<file path="config.mk">
export PLATFORM = sky130hd
export DESIGN_NAME = pipeline_ctrl
export DESIGN_NICKNAME = d
export VERILOG_FILES = /design/src/rtl/pipeline_ctrl_pkg.sv /design/src/rtl/pipeline_ctrl_hazard_detect.sv /design/src/rtl/pipeline_ctrl.sv
export SDC_FILE = /design/constraint.sdc
export NUM_CORES = 1
export LEC_CHECK = 0
export BUFFER_PORTS_ARGS = -buffer_cell sky130_fd_sc_hd__buf_4
export CELL_PAD_IN_SITES_DETAIL_PLACEMENT = 1
export CELL_PAD_IN_SITES_GLOBAL_PLACEMENT = 2
export CORE_UTILIZATION = 31
export CTS_CLUSTER_SIZE = 30
export DETAILED_ROUTE_END_ITERATION = 7
export GPL_ROUTABILITY_DRIVEN = 0
export PLACE_DENSITY_LB_ADDON = 0.12
export REMOVE_ABC_BUFFERS = 1
export SYNTH_ARGS = -nofsm -noshare
export SYNTH_HDL_FRONTEND = slang
export SYNTH_SLANG_ARGS = --single-unit
</file>
<file path="constraint.sdc">
create_clock -name clk_i -period 2.1 [get_ports clk_i]
set_input_delay 0.21 -clock clk_i [delete_from_list [all_inputs] [get_ports clk_i]]
set_output_delay 0.21 -clock clk_i [all_outputs]
set_load 0.05 [all_outputs]
</file>
<file path="src/rtl/pipeline_ctrl_pkg.sv">
// Shared types and constants for the pipeline stall/flush controller.
package pipeline_ctrl_pkg;
  localparam int REG_W       = 5;
  localparam int DEF_TIMEOUT = 64;
  localparam int DEF_CNT_W   = 16;

  typedef enum logic [1:0] {
    RUN      = 2'd0,
    MEM_WAIT = 2'd1,
    ERROR    = 2'd2
  } state_e;
endpackage

</file>
<file path="src/rtl/pipeline_ctrl_hazard_detect.sv">
// Load-use compare: the load in ID/EX writes a register the IF/ID instruction reads.
module hazard_detect
  import pipeline_ctrl_pkg::*;
(
  input  logic             idex_memread_i,
  input  logic [REG_W-1:0] idex_rd_i,
  input  logic [REG_W-1:0] ifid_rs_i,
  input  logic [REG_W-1:0] ifid_rt_i,
  output logic             load_use_o
);
  // r0 is hard-wired zero, so a load targeting it never creates a dependency.
  assign load_use_o = idex_memread_i && (idex_rd_i != '0) &&
                      ((idex_rd_i == ifid_rs_i) || (idex_rd_i == ifid_rt_i));
endmodule

</file>
<file path="src/rtl/pipeline_ctrl.sv">
// Stall/flush controller: FSM for data-memory waits with watchdog, load-use
// stall, branch flush decode and a saturating stall-cycle counter.
module pipeline_ctrl
  import pipeline_ctrl_pkg::*;
#(
  parameter int TIMEOUT = DEF_TIMEOUT,
  parameter int CNT_W   = DEF_CNT_W
) (
  input  logic             clk_i,
  input  logic             rst_n_i,
  input  logic             idex_memread_i,
  input  logic [REG_W-1:0] idex_rd_i,
  input  logic [REG_W-1:0] ifid_rs_i,
  input  logic [REG_W-1:0] ifid_rt_i,
  input  logic             branch_taken_i,
  input  logic             exmem_access_i,
  input  logic             dmem_ack_i,
  output logic             pc_write_o,
  output logic             ifid_write_o,
  output logic             ifid_flush_o,
  output logic             idex_write_o,
  output logic             idex_bubble_o,
  output logic             exmem_write_o,
  output logic             memwb_bubble_o,
  output logic             dmem_req_o,
  output logic             err_o,
  output logic [CNT_W-1:0] stall_cnt_o
);
  localparam int WD_W = $clog2(TIMEOUT + 1);

  state_e            state_q, state_d;
  logic [WD_W-1:0]   wd_q, wd_d;
  logic              err_q, err_d;
  logic [CNT_W-1:0]  cnt_q, cnt_d;

  logic load_use;
  logic hold;
  logic pc_w, ifid_w, ifid_fl, idex_w, idex_b, exmem_w, memwb_b, req;

  hazard_detect u_hazard (
    .idex_memread_i (idex_memread_i),
    .idex_rd_i      (idex_rd_i),
    .ifid_rs_i      (ifid_rs_i),
    .ifid_rt_i      (ifid_rt_i),
    .load_use_o     (load_use)
  );

  always_comb begin
    state_d = state_q;
    wd_d    = wd_q;
    hold    = 1'b0;
    req     = 1'b0;
    unique case (state_q)
      RUN: begin
        req  = exmem_access_i;
        wd_d = '0;
        if (exmem_access_i && !dmem_ack_i) begin
          hold    = 1'b1;
          state_d = MEM_WAIT;
        end
      end
      MEM_WAIT: begin
        req = 1'b1;
        if (dmem_ack_i) begin
          state_d = RUN;
          wd_d    = '0;
        end else begin
          hold = 1'b1;
          if (wd_q == WD_W'(TIMEOUT - 1)) state_d = ERROR;
          else                            wd_d    = wd_q + 1'b1;
        end
      end
      ERROR: begin
        hold = 1'b1;
      end
      default: state_d = RUN;
    endcase
  end

  // Output decode in priority order: full hold, load-use, branch flush.
  always_comb begin
    pc_w    = 1'b1;
    ifid_w  = 1'b1;
    ifid_fl = 1'b0;
    idex_w  = 1'b1;
    idex_b  = 1'b0;
    exmem_w = 1'b1;
    memwb_b = 1'b0;
    if (hold) begin
      pc_w    = 1'b0;
      ifid_w  = 1'b0;
      idex_w  = 1'b0;
      exmem_w = 1'b0;
      memwb_b = 1'b1;
    end else if (load_use) begin
      pc_w   = 1'b0;
      ifid_w = 1'b0;
      idex_b = 1'b1;
    end else begin
      ifid_fl = branch_taken_i;
    end
  end

  // Reset gates every control output so a pending access is aborted immediately.
  assign pc_write_o     = rst_n_i & pc_w;
  assign ifid_write_o   = rst_n_i & ifid_w;
  assign ifid_flush_o   = rst_n_i & ifid_fl;
  assign idex_write_o   = rst_n_i & idex_w;
  assign idex_bubble_o  = rst_n_i & idex_b;
  assign exmem_write_o  = rst_n_i & exmem_w;
  assign memwb_bubble_o = rst_n_i & memwb_b;
  assign dmem_req_o     = rst_n_i & req;
  assign err_o          = err_q;
  assign stall_cnt_o    = cnt_q;

  always_comb begin
    err_d = err_q | (state_d == ERROR);
    cnt_d = cnt_q;
    if (!pc_write_o && (cnt_q != '1)) cnt_d = cnt_q + 1'b1;
  end

  always_ff @(posedge clk_i or negedge rst_n_i) begin
    if (!rst_n_i) begin
      state_q <= RUN;
      wd_q    <= '0;
      err_q   <= 1'b0;
      cnt_q   <= '0;
    end else begin
      state_q <= state_d;
      wd_q    <= wd_d;
      err_q   <= err_d;
      cnt_q   <= cnt_d;
    end
  end
endmodule

</file>
# [Word level (Yosys, flattened, before mapping)]
# Index checks and enable logic that the tools add are counted.
[word_totals] ff_bits=26 latchBits=0 ramBits=0 mem_bits_ro=0 inputBits=21 output_inout_bits=25 word_cells=51 n_memories=0
[op_classes] add_sub_neg=2 multipliers=0 div=0 n_lt_le_gt_ge=0 n_eq_ne=8 shift=0 n_mux=19 n_bitwise=7 reduce_logical=11
[ops] op="$add 16x1->16 const B" count=1
[ops] op="$ne 16x16->1 const B" count=1
[ops] op="$mux 7" count=2
[ops] op="$pmux 7 s2" count=1
[ops] op="$eq 5x5->1" count=2
[ops] op="$mux 1" count=10
[ops] op="$add 7x1->7 const B" count=1
[ops] op="$eq 7x6->1 const B" count=1
[ops] op="$and 1x1->1" count=6
[ops] op="$mux 2" count=3
[ops] op="$pmux 2 s3" count=1
[ops] op="$reduce_bool 5->1" count=1
[ops] op="$eq 2x2->1 const B" count=2
[ops] op="$logic_and 1x1->1" count=4
[ops] op="$ne 3x3->1 const B" count=1
[ops] op="$pmux 1 s3" count=1
[ops] op="$eq 2x1->1 const B" count=1
[ops] op="$logic_not 1->1" count=2
[ops] op="$logic_not 2->1" count=1
[ops] op="$pmux 1 s2" count=1
[ops] op="$reduce_and 2->1" count=1
[ops] op="$reduce_bool 2->1" count=1
[ops] op="$logic_or 1x1->1" count=1
[ops] op="$or 1x1->1" count=1

# [Longest topological paths before layout]
# Gate-level depths: netlist of the first run.
[logic_depth] word_depth=8 ltp_mapped=8 depth_no_buf=7

# [By module]
# A second synthesis of the first run with hierarchy kept.
[hier_totals] cells_unflattened=141 area_unflattened_um2=1455.1
[by_module_without_submodules] module="pipeline_ctrl" instances=1 cells_each=124 area_each_um2=1330.0 seq_area_each_um2=650.6
[by_module_without_submodules] module="hazard_detect" instances=1 cells_each=17 area_each_um2=125.1 seq_area_each_um2=0.0

# [Worst setup path after synthesis of the first run]
# Ideal clock, no wire load.
[synth_path] path_type="register to register" start="register cnt_q[0], in the netlist stall_cnt_o[0]" end="register cnt_q[1], in the netlist stall_cnt_o[1]" setup_ns=0.125 t_arrival_ns=2.166 required_time_ns=1.975 slack_ns=-0.191 path_stages_with_launch=8 n_path_buf=0 synth_period_minus_slack_ns=2.291 path_cell_list="dfrtp_1 > ha_1 > nand3_1 > nor2_1 > nand3_1 > nor4_4 > or2_2 > mux2_4"
[synth_via] elab_chain_cells=2 elab_cells_between_ends=3 classes_between="add/sub: 1; eq/ne: 1; reduce/logical: 1"
[synth_rtl] element="start: declaration" line_no="pipeline_ctrl.sv:34" rtl="logic [CNT_W-1:0] cnt_q, cnt_d;"
[synth_rtl] element="start signal: assignment" line_no="pipeline_ctrl.sv:132" rtl="cnt_q <= cnt_d;"
[synth_rtl] element="parallel branches: the longest is 2 deep, another holds $add 16x1->16"
# Several ways; the timed one is not identified.
# A chain may end at the register's enable or synchronous reset.

# [Final worst setup path of the first run]
[layout_path] start="register state_q[0]" end="register cnt_q[12], in the netlist stall_cnt_o[12]"
[layout_via] elab_chain_cells=6 elab_cells_between_ends=8 classes_between="eq/ne: 2; mux: 2; bitwise: 1; reduce/logical: 3"
[layout_rtl] element="start: declaration" line_no="pipeline_ctrl.sv:31" rtl="state_e state_q, state_d;"
[layout_rtl] element="start signal: assignment" line_no="pipeline_ctrl.sv:129" rtl="state_q <= state_d;"
[layout_rtl] element="$eq 2x2->1, or another cell as far along" line_no="pipeline_ctrl.sv:53" rtl="unique case (state_q)"
[layout_rtl] element="$pmux 1 s3 *" line_no="pipeline_ctrl.sv:53"
[layout_rtl] element="$mux 1 *" line_no="pipeline_ctrl.sv:89" rtl="if (hold) begin"
[layout_rtl] element="$and 1x1->1 *" line_no="pipeline_ctrl.sv:105" rtl="assign pc_write_o = rst_n_i & pc_w;"
[layout_rtl] element="$logic_not 1->1 *" line_no="pipeline_ctrl.sv:119" rtl="if (!pc_write_o && (cnt_q != '1)) cnt_d = cnt_q + 1'b1;"
[layout_rtl] element="$logic_and 1x1->1 *" line_no="pipeline_ctrl.sv:119"
# Mark *: on every way between the ends. The rest lies on a longest branch, timed or not.

==> results of run 1 <==
[tightest hold or removal path, stage by stage]
cell	delay (ns)
sky130_fd_sc_hd__buf_4	0.09
sky130_fd_sc_hd__nor2_2	0.04
sky130_fd_sc_hd__nand3_1	0.07
sky130_fd_sc_hd__nand2_1	0.07
[final cells by class]
cell class                 instances  area [sq um]
fill                             503          2407
multi-input combinational        109         834.6
sequential                        26         650.6
timing repair buffer              57         446.7
tap                               52         65.06
clock buffer                       4         55.05
inverter                           4         15.01
[sequential cells by signal (all words and copies together), names as in the netlist]
name / count
state_q: 2
wd_q: 7
stall_cnt_o: 16
err_o: 1
[kinds of logic (layout without fill, tap and decap cells)]
family                   count (synthesis)  count (layout)  share of synthesized area (%)
multiplexers                             3               3                          2.449
XOR/XNOR                                28              28                          16.55
adder cells (fa/ha/maj)                  2               2                          1.689
buffers and inverters                    8              65                          3.293
AO/OA/AOI/OAI                           10              10                          5.152
flip-flops                              26              26                          43.92
AND/OR/NAND/NOR                         66              66                          26.94
[per-layer routing]
layer | global-route usage, % | vias up
li1 | - | 605
met1 | 19.71 | 617
met2 | 30.77 | 22
met3 | 2.564 | 2
met4 | 4.667 | 0
met5 | 0 | -
[metrics by stage]
step / util, % / setup TNS (ns) / area, sq um / cells / setup WS (ns)
global placement: 43.32 / 0 / 1938 / 246 / 0.1467
finish: 46.20 / 0 / 2067 / 252 / 0.1311
global route: 46.20 / 0 / 2067 / 252 / 0.02142
floorplan: - / -9.744 / 1448 / 139 / -0.7976
CTS: 44.94 / 0 / 2011 / 252 / 0.02519
detailed placement: 43.32 / 0 / 1938 / 246 / 0.04542
[cell usage in the layout (no fill, tap or decap), types with 2 or more instances in the layout]
cell	count
sky130_fd_sc_hd__or2_2	2
sky130_fd_sc_hd__ha_1	2
sky130_fd_sc_hd__nand3_1	7
sky130_fd_sc_hd__nor4_4	5
sky130_fd_sc_hd__buf_4	54
sky130_fd_sc_hd__and3_1	2
sky130_fd_sc_hd__nor3b_1	2
sky130_fd_sc_hd__o21a_1	3
sky130_fd_sc_hd__nor4_2	3
sky130_fd_sc_hd__o22ai_1	2
sky130_fd_sc_hd__dfrtp_1	26
sky130_fd_sc_hd__nand2_1	15
sky130_fd_sc_hd__nor2_1	7
sky130_fd_sc_hd__a21oi_1	2
sky130_fd_sc_hd__nor2b_1	2
sky130_fd_sc_hd__xor2_1	14
sky130_fd_sc_hd__xnor2_1	14
sky130_fd_sc_hd__inv_1	4
sky130_fd_sc_hd__nor2_2	2
sky130_fd_sc_hd__nand4_1	4
sky130_fd_sc_hd__nor3_1	5
sky130_fd_sc_hd__clkbuf_8	4
sky130_fd_sc_hd__and3_2	2
[where the power goes]
part | internal, uW | switching [uW] | total (uW)
registers | 630 | 166 | 795
logic | 402 | 809 | 1210
clock network | 168 | 162 | 330
[timing repair]
| item | 4_1_cts | 5_1_grt |
|---|---|---|
| endpoints found under the hold margin | 26 | 0 |
| endpoints found under the setup margin | 1 | 14 |
| pin swaps | 0 | 1 |
| hold buffers | 1 | 0 |
| gates resized for setup | 0 | 11 |
| setup buffers | 1 | 0 |
[worst paths after layout]
path / to / slack, ns / depth (start not counted)
setup / recovery: stall_cnt_o[12]$_DFFE_PN0P_ / 0.13 / 6
hold / removal: state_q[1]$_DFF_PN0_ / 0.26 / 4
setup reg to reg: stall_cnt_o[12]$_DFFE_PN0P_ / 0.13 / 6
hold reg to reg: err_o$_DFF_PN0_ / 0.48 / 1
max in group asynchronous: state_q[1]$_DFF_PN0_ / 1.34 / 3
min in group asynchronous: state_q[0]$_DFF_PN0_ / 0.50 / 3
==> impl_summary.md, run 1 <==
Outcome
The run finished, with violations left. The final reports fail on design-rule violations.

Floorplanning
Measured along the x axis, the die boundary spans 71.13 um. In this run the vertical extent of the chip is 71.13 um. The floorplan core area is 0.004474 sq mm.

The die footprint is 0.005059 sq mm. The standard-cell row count is 24. The initial utilization of the core area, before any placement, comes to 33.11%.

The I/O pin count is 46.

Critical path
The signal on the critical path passes through nand2b_1, and3_2, a21boi_4, buf_4, nor4_4, mux2_2. The startpoint identified for the worst register-to-register timing path is state_q[0]$_DFF_PN0_. In this design, the stage delay of the slowest critical-path cell is 0.46 ns. The number of buffer and inverter stages on the critical path is 1.

In this run the worst setup path begins at state_q[0]$_DFF_PN0_. The nature of the critical path startpoint is a flop. At the worst endpoint, the required time is 2.26 ns. The largest fanout on the critical path is 7. The highest-delay cell along the critical path is sky130_fd_sc_hd__dfrtp_1. The cell family contributing the most delay on the critical path is simple AND/OR/NAND/NOR gates. STA classifies the critical path endpoint as a flop. The data arrival at the endpoint of the critical path is 2.13 ns. The critical path class is reg2reg.

Synth
Synthesis handed over a netlist of 143 instances. The cell area after technology mapping is 0.001481 sq mm. The number of unique standard cell types used by synthesis is 35. Summing the sequential cell areas from Yosys gives 43.92% of the chip area. The count of state elements after synthesis is 26. By count the netlist is led by 26 x sky130_fd_sc_hd__dfrtp_1, 15 x sky130_fd_sc_hd__nand2_1, 14 x sky130_fd_sc_hd__xnor2_1, 14 x sky130_fd_sc_hd__xor2_1, 9 x sky130_fd_sc_hd__nor2_1. The number of warnings printed during yosys synthesis is 0. The most repeated cell in the gate-level netlist after synthesis is sky130_fd_sc_hd__dfrtp_1. Of all cell types, the one taking the most synthesized area is sky130_fd_sc_hd__dfrtp_1. The per-instance average area after synthesis is 10.36 sq um.

In this run, synthesis inferred 0 flip-flops with an integrated enable. In this run the biggest area consumer among cell types represents 43.92% of the synthesized area. By area the synthesized netlist is led by sky130_fd_sc_hd__dfrtp_1 44%, sky130_fd_sc_hd__xnor2_1 8.3%, sky130_fd_sc_hd__xor2_1 8.3%, sky130_fd_sc_hd__nor4_4 4.3%, sky130_fd_sc_hd__nand2_1 3.8%. The share of synthesized registers carrying an async set or reset is 100.0%. The primary flip-flop cell chosen by synthesis mapping is sky130_fd_sc_hd__dfrtp_1.

CTS
Clock-pin slew was measured on the worst setup and hold paths at 0.09 ns. The number of sinks handled by clock tree synthesis is 26. The root buffer cell chosen for the clock tree is sky130_fd_sc_hd__clkbuf_8.

Clock latency on the worst-skew pair, taken at its later pin, is 0.27 ns. The maximum root-to-sink buffer count is 2. The TritonCTS clock tree is done. The deepest level of the CTS H-tree is 1. The total clock buffers created by CTS is 3.

Detailed routing
The via count is 1,246. In the routed layout, each cell is associated on average with a via count of 4.944. For this block, the initial DRC count from the detailed router was 30. The iteration count of the initial detailed-routing pass is 8. The number of antenna-violating nets in the routed design is 0. In the routed design, unresolved DRC markers number 3. The detailed router put a total of 1668 um of wire on met1.

Dividing the detail-routed wire length by the instance count gives 15.78 um. The top layer reached by signal wires is met4. Detailed routing placed a total of 2137 um of wire on met2. The final wirelength is 3976 um. Summed over all nets, wire length on met3 after detailed routing comes to 143 um.

GRT
The largest net degree at the start of global routing is 29. The initial antenna violation count was 0. The via count of the first global-routing pass was 1,386. For this run, the total global-route usage over all layers was measured as 16.56%. The total global routing overflow is 0. The first global-routing pass estimated 6575 um of wire.

Pwr
The cell leakage power is 0.0008709 uW. The total power draw is 2337 uW. Across the VDD grid, the largest voltage drop is 0.5700 mV. In this run the power density over the cells is 1131 mW/mm^2.

STA
The post-route clock period utilization is 93.76%. The max-slew violation total from the final report came to 0. Measured against its own limit, the worst slew margin works out to 70.01%. At the pin with the least slew margin, the transition time is 0.4498 ns. The highest clock rate is 507.9 MHz. The setup skew after layout is 0.002948 ns. Across all hold checks on the routed design, the worst slack comes to 0.2561 ns. The number of hold violations in the final report is 0. Setup violations remaining at the end of the flow were counted as 0. The minimum clock period is 1.969 ns.

Setup repair after global routing left no endpoint under its margin.

Place
The count of buffers added on input and output ports is 45. After legalization and detailed placement, the total HPWL measured 3027 um.

Final layout
The area growth from synthesis to layout is 39.53%. The final net count is 224. The number of antenna diodes is 0. Of the cells placed in the final design, the portion with a size suffix greater than 1 is 39.50%.

Flow run
The tool flagged a number of max-cap violations equal to 0.

Hold path
The path type of the worst min-delay path is in2reg. The worst hold path begins at dmem_ack_i.
Power figures use the tool's default switching activity.
==> run 2: changes to the inputs <==
- ABC_AREA: default -> 1
- CORE_UTILIZATION: 31 -> 29
==> run 2 against run 1 <==
Net effect:
- the run now ends clean
- synthesized area up 22%
- synthesized cell count up 79%
- clock-buffer cell count down 1
- sequential share of layout area down 2.7 points
- hold slack worse by 0.0091 ns
- register-to-register slack better by 0.14 ns
- die area up 29%
- clock skew up 0.0038 ns
- combinational power down 93%
- clock power down 12%
- critical endpoint is now ifid_flush_o
- largest power group is now sequential cells
- cell count up 49%
- critical path type is now reg2out
==> impl_summary.md, run 2 <==
Detailed routing
The first TritonRoute pass finished after 4 iterations. The final wirelength is 4635 um. The via count is 1,747. The per-cell via count in the routed design is 4.646. For this run, design rule violations remaining after detail routing come to 0. The mean routed wirelength per cell is 12.33 um. After the first detailed-routing iteration, the DRC count stood at 58. The number of antenna-violating nets in the routed design is 0.

Synth
The post-synthesis share of cell area spent on full adders, half adders and majority gates is 1.389%. The cell area after technology mapping is 0.001802 sq mm. The synthesized netlist devotes 41.04% of its cell area to simple gates. The count of state elements after synthesis is 26. By instance count, the leading cell after synthesis is sky130_fd_sc_hd__nand2_1. The synthesized design contains 0 enable-type register cells. The synthesized-area fraction occupied by ao, oa, aoi and oai cells is 3.056%. The number of warnings printed during yosys synthesis is 0.

The primary flip-flop cell chosen by synthesis mapping is sky130_fd_sc_hd__dfrtp_1. In the synthesized netlist, the number of instances is 256. After Yosys synthesis, XOR and XNOR cells account for 8.264% of the synthesized area. The per-instance average area after synthesis is 7.038 sq um.

Of the synthesized area, sequential elements account for 36.11%. After synthesis, the cell types taking the most area are sky130_fd_sc_hd__dfrtp_1 36%, sky130_fd_sc_hd__nand2_1 18%, sky130_fd_sc_hd__nand3_1 7.5%, sky130_fd_sc_hd__inv_1 6.7%, sky130_fd_sc_hd__xor2_1 5.3%. The portion of synthesized area spent on multiplexers is 0%. Of all cell types, the one taking the most synthesized area is sky130_fd_sc_hd__dfrtp_1. The commonest cells after synthesis are 84 x sky130_fd_sc_hd__nand2_1, 32 x sky130_fd_sc_hd__inv_1, 27 x sky130_fd_sc_hd__nand3_1.

Counting flops with an async set or reset pin after synthesis yields a share of 100.0%. The share of Yosys cell area claimed by the top area cell type is 36.11%. Yosys mapped the design onto 25 distinct sky130hd cell types. By area, the combinational part of the netlist is dominated by simple AND/OR/NAND/NOR gates.

Final layout
The share of layout cells above drive strength 1 is 21.93%. The signed area change from the synthesized netlist to the final layout is 25.49%. The final net count is 326. The layout has 785 filler cells.

The finished cells cover 0.002261 sq mm. In the layout the commonest cells are 84 x sky130_fd_sc_hd__nand2_1, 46 x sky130_fd_sc_hd__buf_4, 32 x sky130_fd_sc_hd__inv_1, 27 x sky130_fd_sc_hd__nand3_1, 26 x sky130_fd_sc_hd__dfrtp_1. The register with the most flip-flops in the layout has 16 of them.

The most common cell after layout, fill and taps aside is sky130_fd_sc_hd__nand2_1. The final cell count without fillers is 376. 0 antenna diodes ended up in the layout. Once layout is complete, the utilization of the core stands at 37.96%.

Floorplanning
The standard-cell row count is 28. For this configuration, the core starts out at a cell density of 30.25%. The floorplan core area is 0.005956 sq mm. 46 I/O pins were placed.

The die is 80.82 um tall. The die covers 0.006532 sq mm. The die boundary width is 80.82 um.

Hold path
The path type of the worst min-delay path is in2reg.

CTS
In this run, CTS created clock tree buffers numbering 3. Clock-pin slew was measured on the worst setup and hold paths at 0.09 ns. The tree is rooted in a sky130_fd_sc_hd__clkbuf_8. The clock latency of the later-clocked register in the worst-skew pair is 0.27 ns. TritonCTS built the clock tree. In this run the number of H-tree levels came out at 1. CTS saw 26 sinks. Counting along the longest clock path gives a buffer depth of 2.

STA
The max-slew violation total from the final report came to 0. The highest clock rate is 522.0 MHz. The actual slew at the worst max-slew pin is 0.3662 ns. The remaining max-slew budget at the tightest pin is 75.40%. Setup repair after global routing left no endpoint under its margin. Setup violations remaining at the end of the flow were counted as 0. The number of hold violations in the final report is 0. Clock skew on the completed layout was measured at 0.006725 ns. The final critical path takes up 91.22% of the cycle. After layout, the minimum clock period comes to 1.916 ns.

GRT
The via count of the first global-routing pass is 1,679. The initial antenna violation count is 0. In the global route stage, overall resource usage came out at 15.95%. The total global routing overflow is 0. The first global-routing pass estimated 8086 um of wire. The largest net degree at the start of global routing is 27.

Outcome
The flow ran to the end, and the final reports show no timing, DRC or antenna violations.

Pwr
For this design the ratio of total power to cell area is 388.9 mW/mm^2. The highest ir drop seen on vdd is 0.2689 mV. The cell leakage power is 0.001246 uW.

Critical path
STA classifies the critical path endpoint as an output pin. Of all nets on the critical path, the largest fanout is 19. The critical path class is reg2out. Data on the critical path is required at its endpoint by 1.89 ns. The data arrival at the endpoint of the critical path is 1.71 ns. STA classifies the critical path startpoint as a flop.

Place
The sum of net half-perimeters after detailed placement is 3667 um. In this run the cell area measured after placement is 0.002201 sq mm. The cell count after placement is 372.

The number of input and output port buffers inserted is 45.

Flow run
The tool flagged a number of max-cap violations equal to 0.
-- run 2: cell types whose count changed in the layout (fill, tap and decap cells not counted), moves of 8 or more --
| cell | change |
|---|---|
| sky130_fd_sc_hd__nor2_1 | +14 |
| sky130_fd_sc_hd__nand3_1 | +20 |
| sky130_fd_sc_hd__xnor2_1 | -8 |
| sky130_fd_sc_hd__o21ai_0 | +9 |
| sky130_fd_sc_hd__nand2_1 | +69 |
| sky130_fd_sc_hd__inv_1 | +28 |
| sky130_fd_sc_hd__buf_4 | -8 |
-- run 2: stage by stage --
step	setup slack (ns)	total power, uW	TNS, ns	hold slack (ns)
after floorplan	-0.2647	543.9	-0.6868	-0.08559
after global placement	0.3286	599.1	0	0.2531
after detailed placement	0.2763	600.0	0	0.2436
after CTS	0.1009	894.4	0	0.2446
after global routing	0.05497	921.3	0	0.2596
final	0.1843	879.3	0	0.2470
-- run 2: logic make-up (layout without fill, tap and decap cells) --
| family | Yosys count | after routing |
|---|---|---|
| xor gates and xnor gates | 17 | 17 |
| and+or+nand+nor | 158 | 158 |
| adders and majority gates | 2 | 2 |
| buffers and inverters | 43 | 88 |
| DFF | 26 | 26 |
| AOI/OAI and AO/OA | 10 | 10 |
-- run 2: worst max-delay path, stage by stage (launching register included) --
cell and delay [ns]:
sky130_fd_sc_hd__dfrtp_1 0.41, sky130_fd_sc_hd__inv_2 0.08, sky130_fd_sc_hd__nand2_4 0.08, sky130_fd_sc_hd__nor2_2 0.05
sky130_fd_sc_hd__nand3b_4 0.17, sky130_fd_sc_hd__nor2_4 0.18, sky130_fd_sc_hd__nand2_8 0.13, sky130_fd_sc_hd__nor2_1 0.12
sky130_fd_sc_hd__buf_4 0.20
-- run 2: metal layers --
layer  vias to the layer above  routed length [um]  global-route usage, %
li1                        889                   -                      -
met1                       821                2445                  23.01
met2                        33                1972                  24.71
met3                         4                 166                  2.472
met4                         0                  51                  3.750
met5                         -                   0                      0
-- run 2: layout make-up --
class	count	area, sq um	area share, %
Inverter	38	142.6	6.309
Sequential cell	26	650.6	28.78
Multi-Input combinational cell	187	977.2	43.22
Clock buffer	3	41.29	1.826
Tap cell	75	93.84	4.151
Timing Repair Buffer	47	355.3	15.72
-- run 2: power by group --
| part | total, uW | internal (uW) | switching (uW) | leakage (uW) |
|---|---|---|---|---|
| Sequential | 500 | 500 | 0 | 0.000328 |
| Combinational | 88.9 | 41.5 | 47.4 | 0.000896 |
| Clock | 290 | 129 | 162 | 0.0000216 |
| Total | 879 | 670 | 209 | 0.00125 |
-- run 2: path summary, 6_finish.rpt --
kind | startpoint | to | slack [ns] | depth (start not counted)
min in group asynchronous | rst_n_i | stall_cnt_o[11]$_DFFE_PN0P_ | 0.48 | 3
worst max-delay path | state_q[1]$_DFF_PN0_ | ifid_flush_o | 0.18 | 8
max in group asynchronous | rst_n_i | wd_q[6]$_DFFE_PN0P_ | 1.36 | 3
worst max register to register | stall_cnt_o[0]$_DFFE_PN0P_ | stall_cnt_o[9]$_DFFE_PN0P_ | 0.27 | 7
worst min-delay path | dmem_ack_i | wd_q[5]$_DFFE_PN0P_ | 0.25 | 4
worst min register to register | err_o$_DFF_PN0_ | err_o$_DFF_PN0_ | 0.51 | 1
-- run 2: timing repair --
| action | 4_1_cts | 5_1_grt |
|---|---|---|
| hold endpoints to repair | 26 | 0 |
| hold buffers | 1 | 0 |
| buffers inserted | 0 | 0 |
| endpoints found under the setup margin | 0 | 2 |
| gates resized for setup | 0 | 1 |
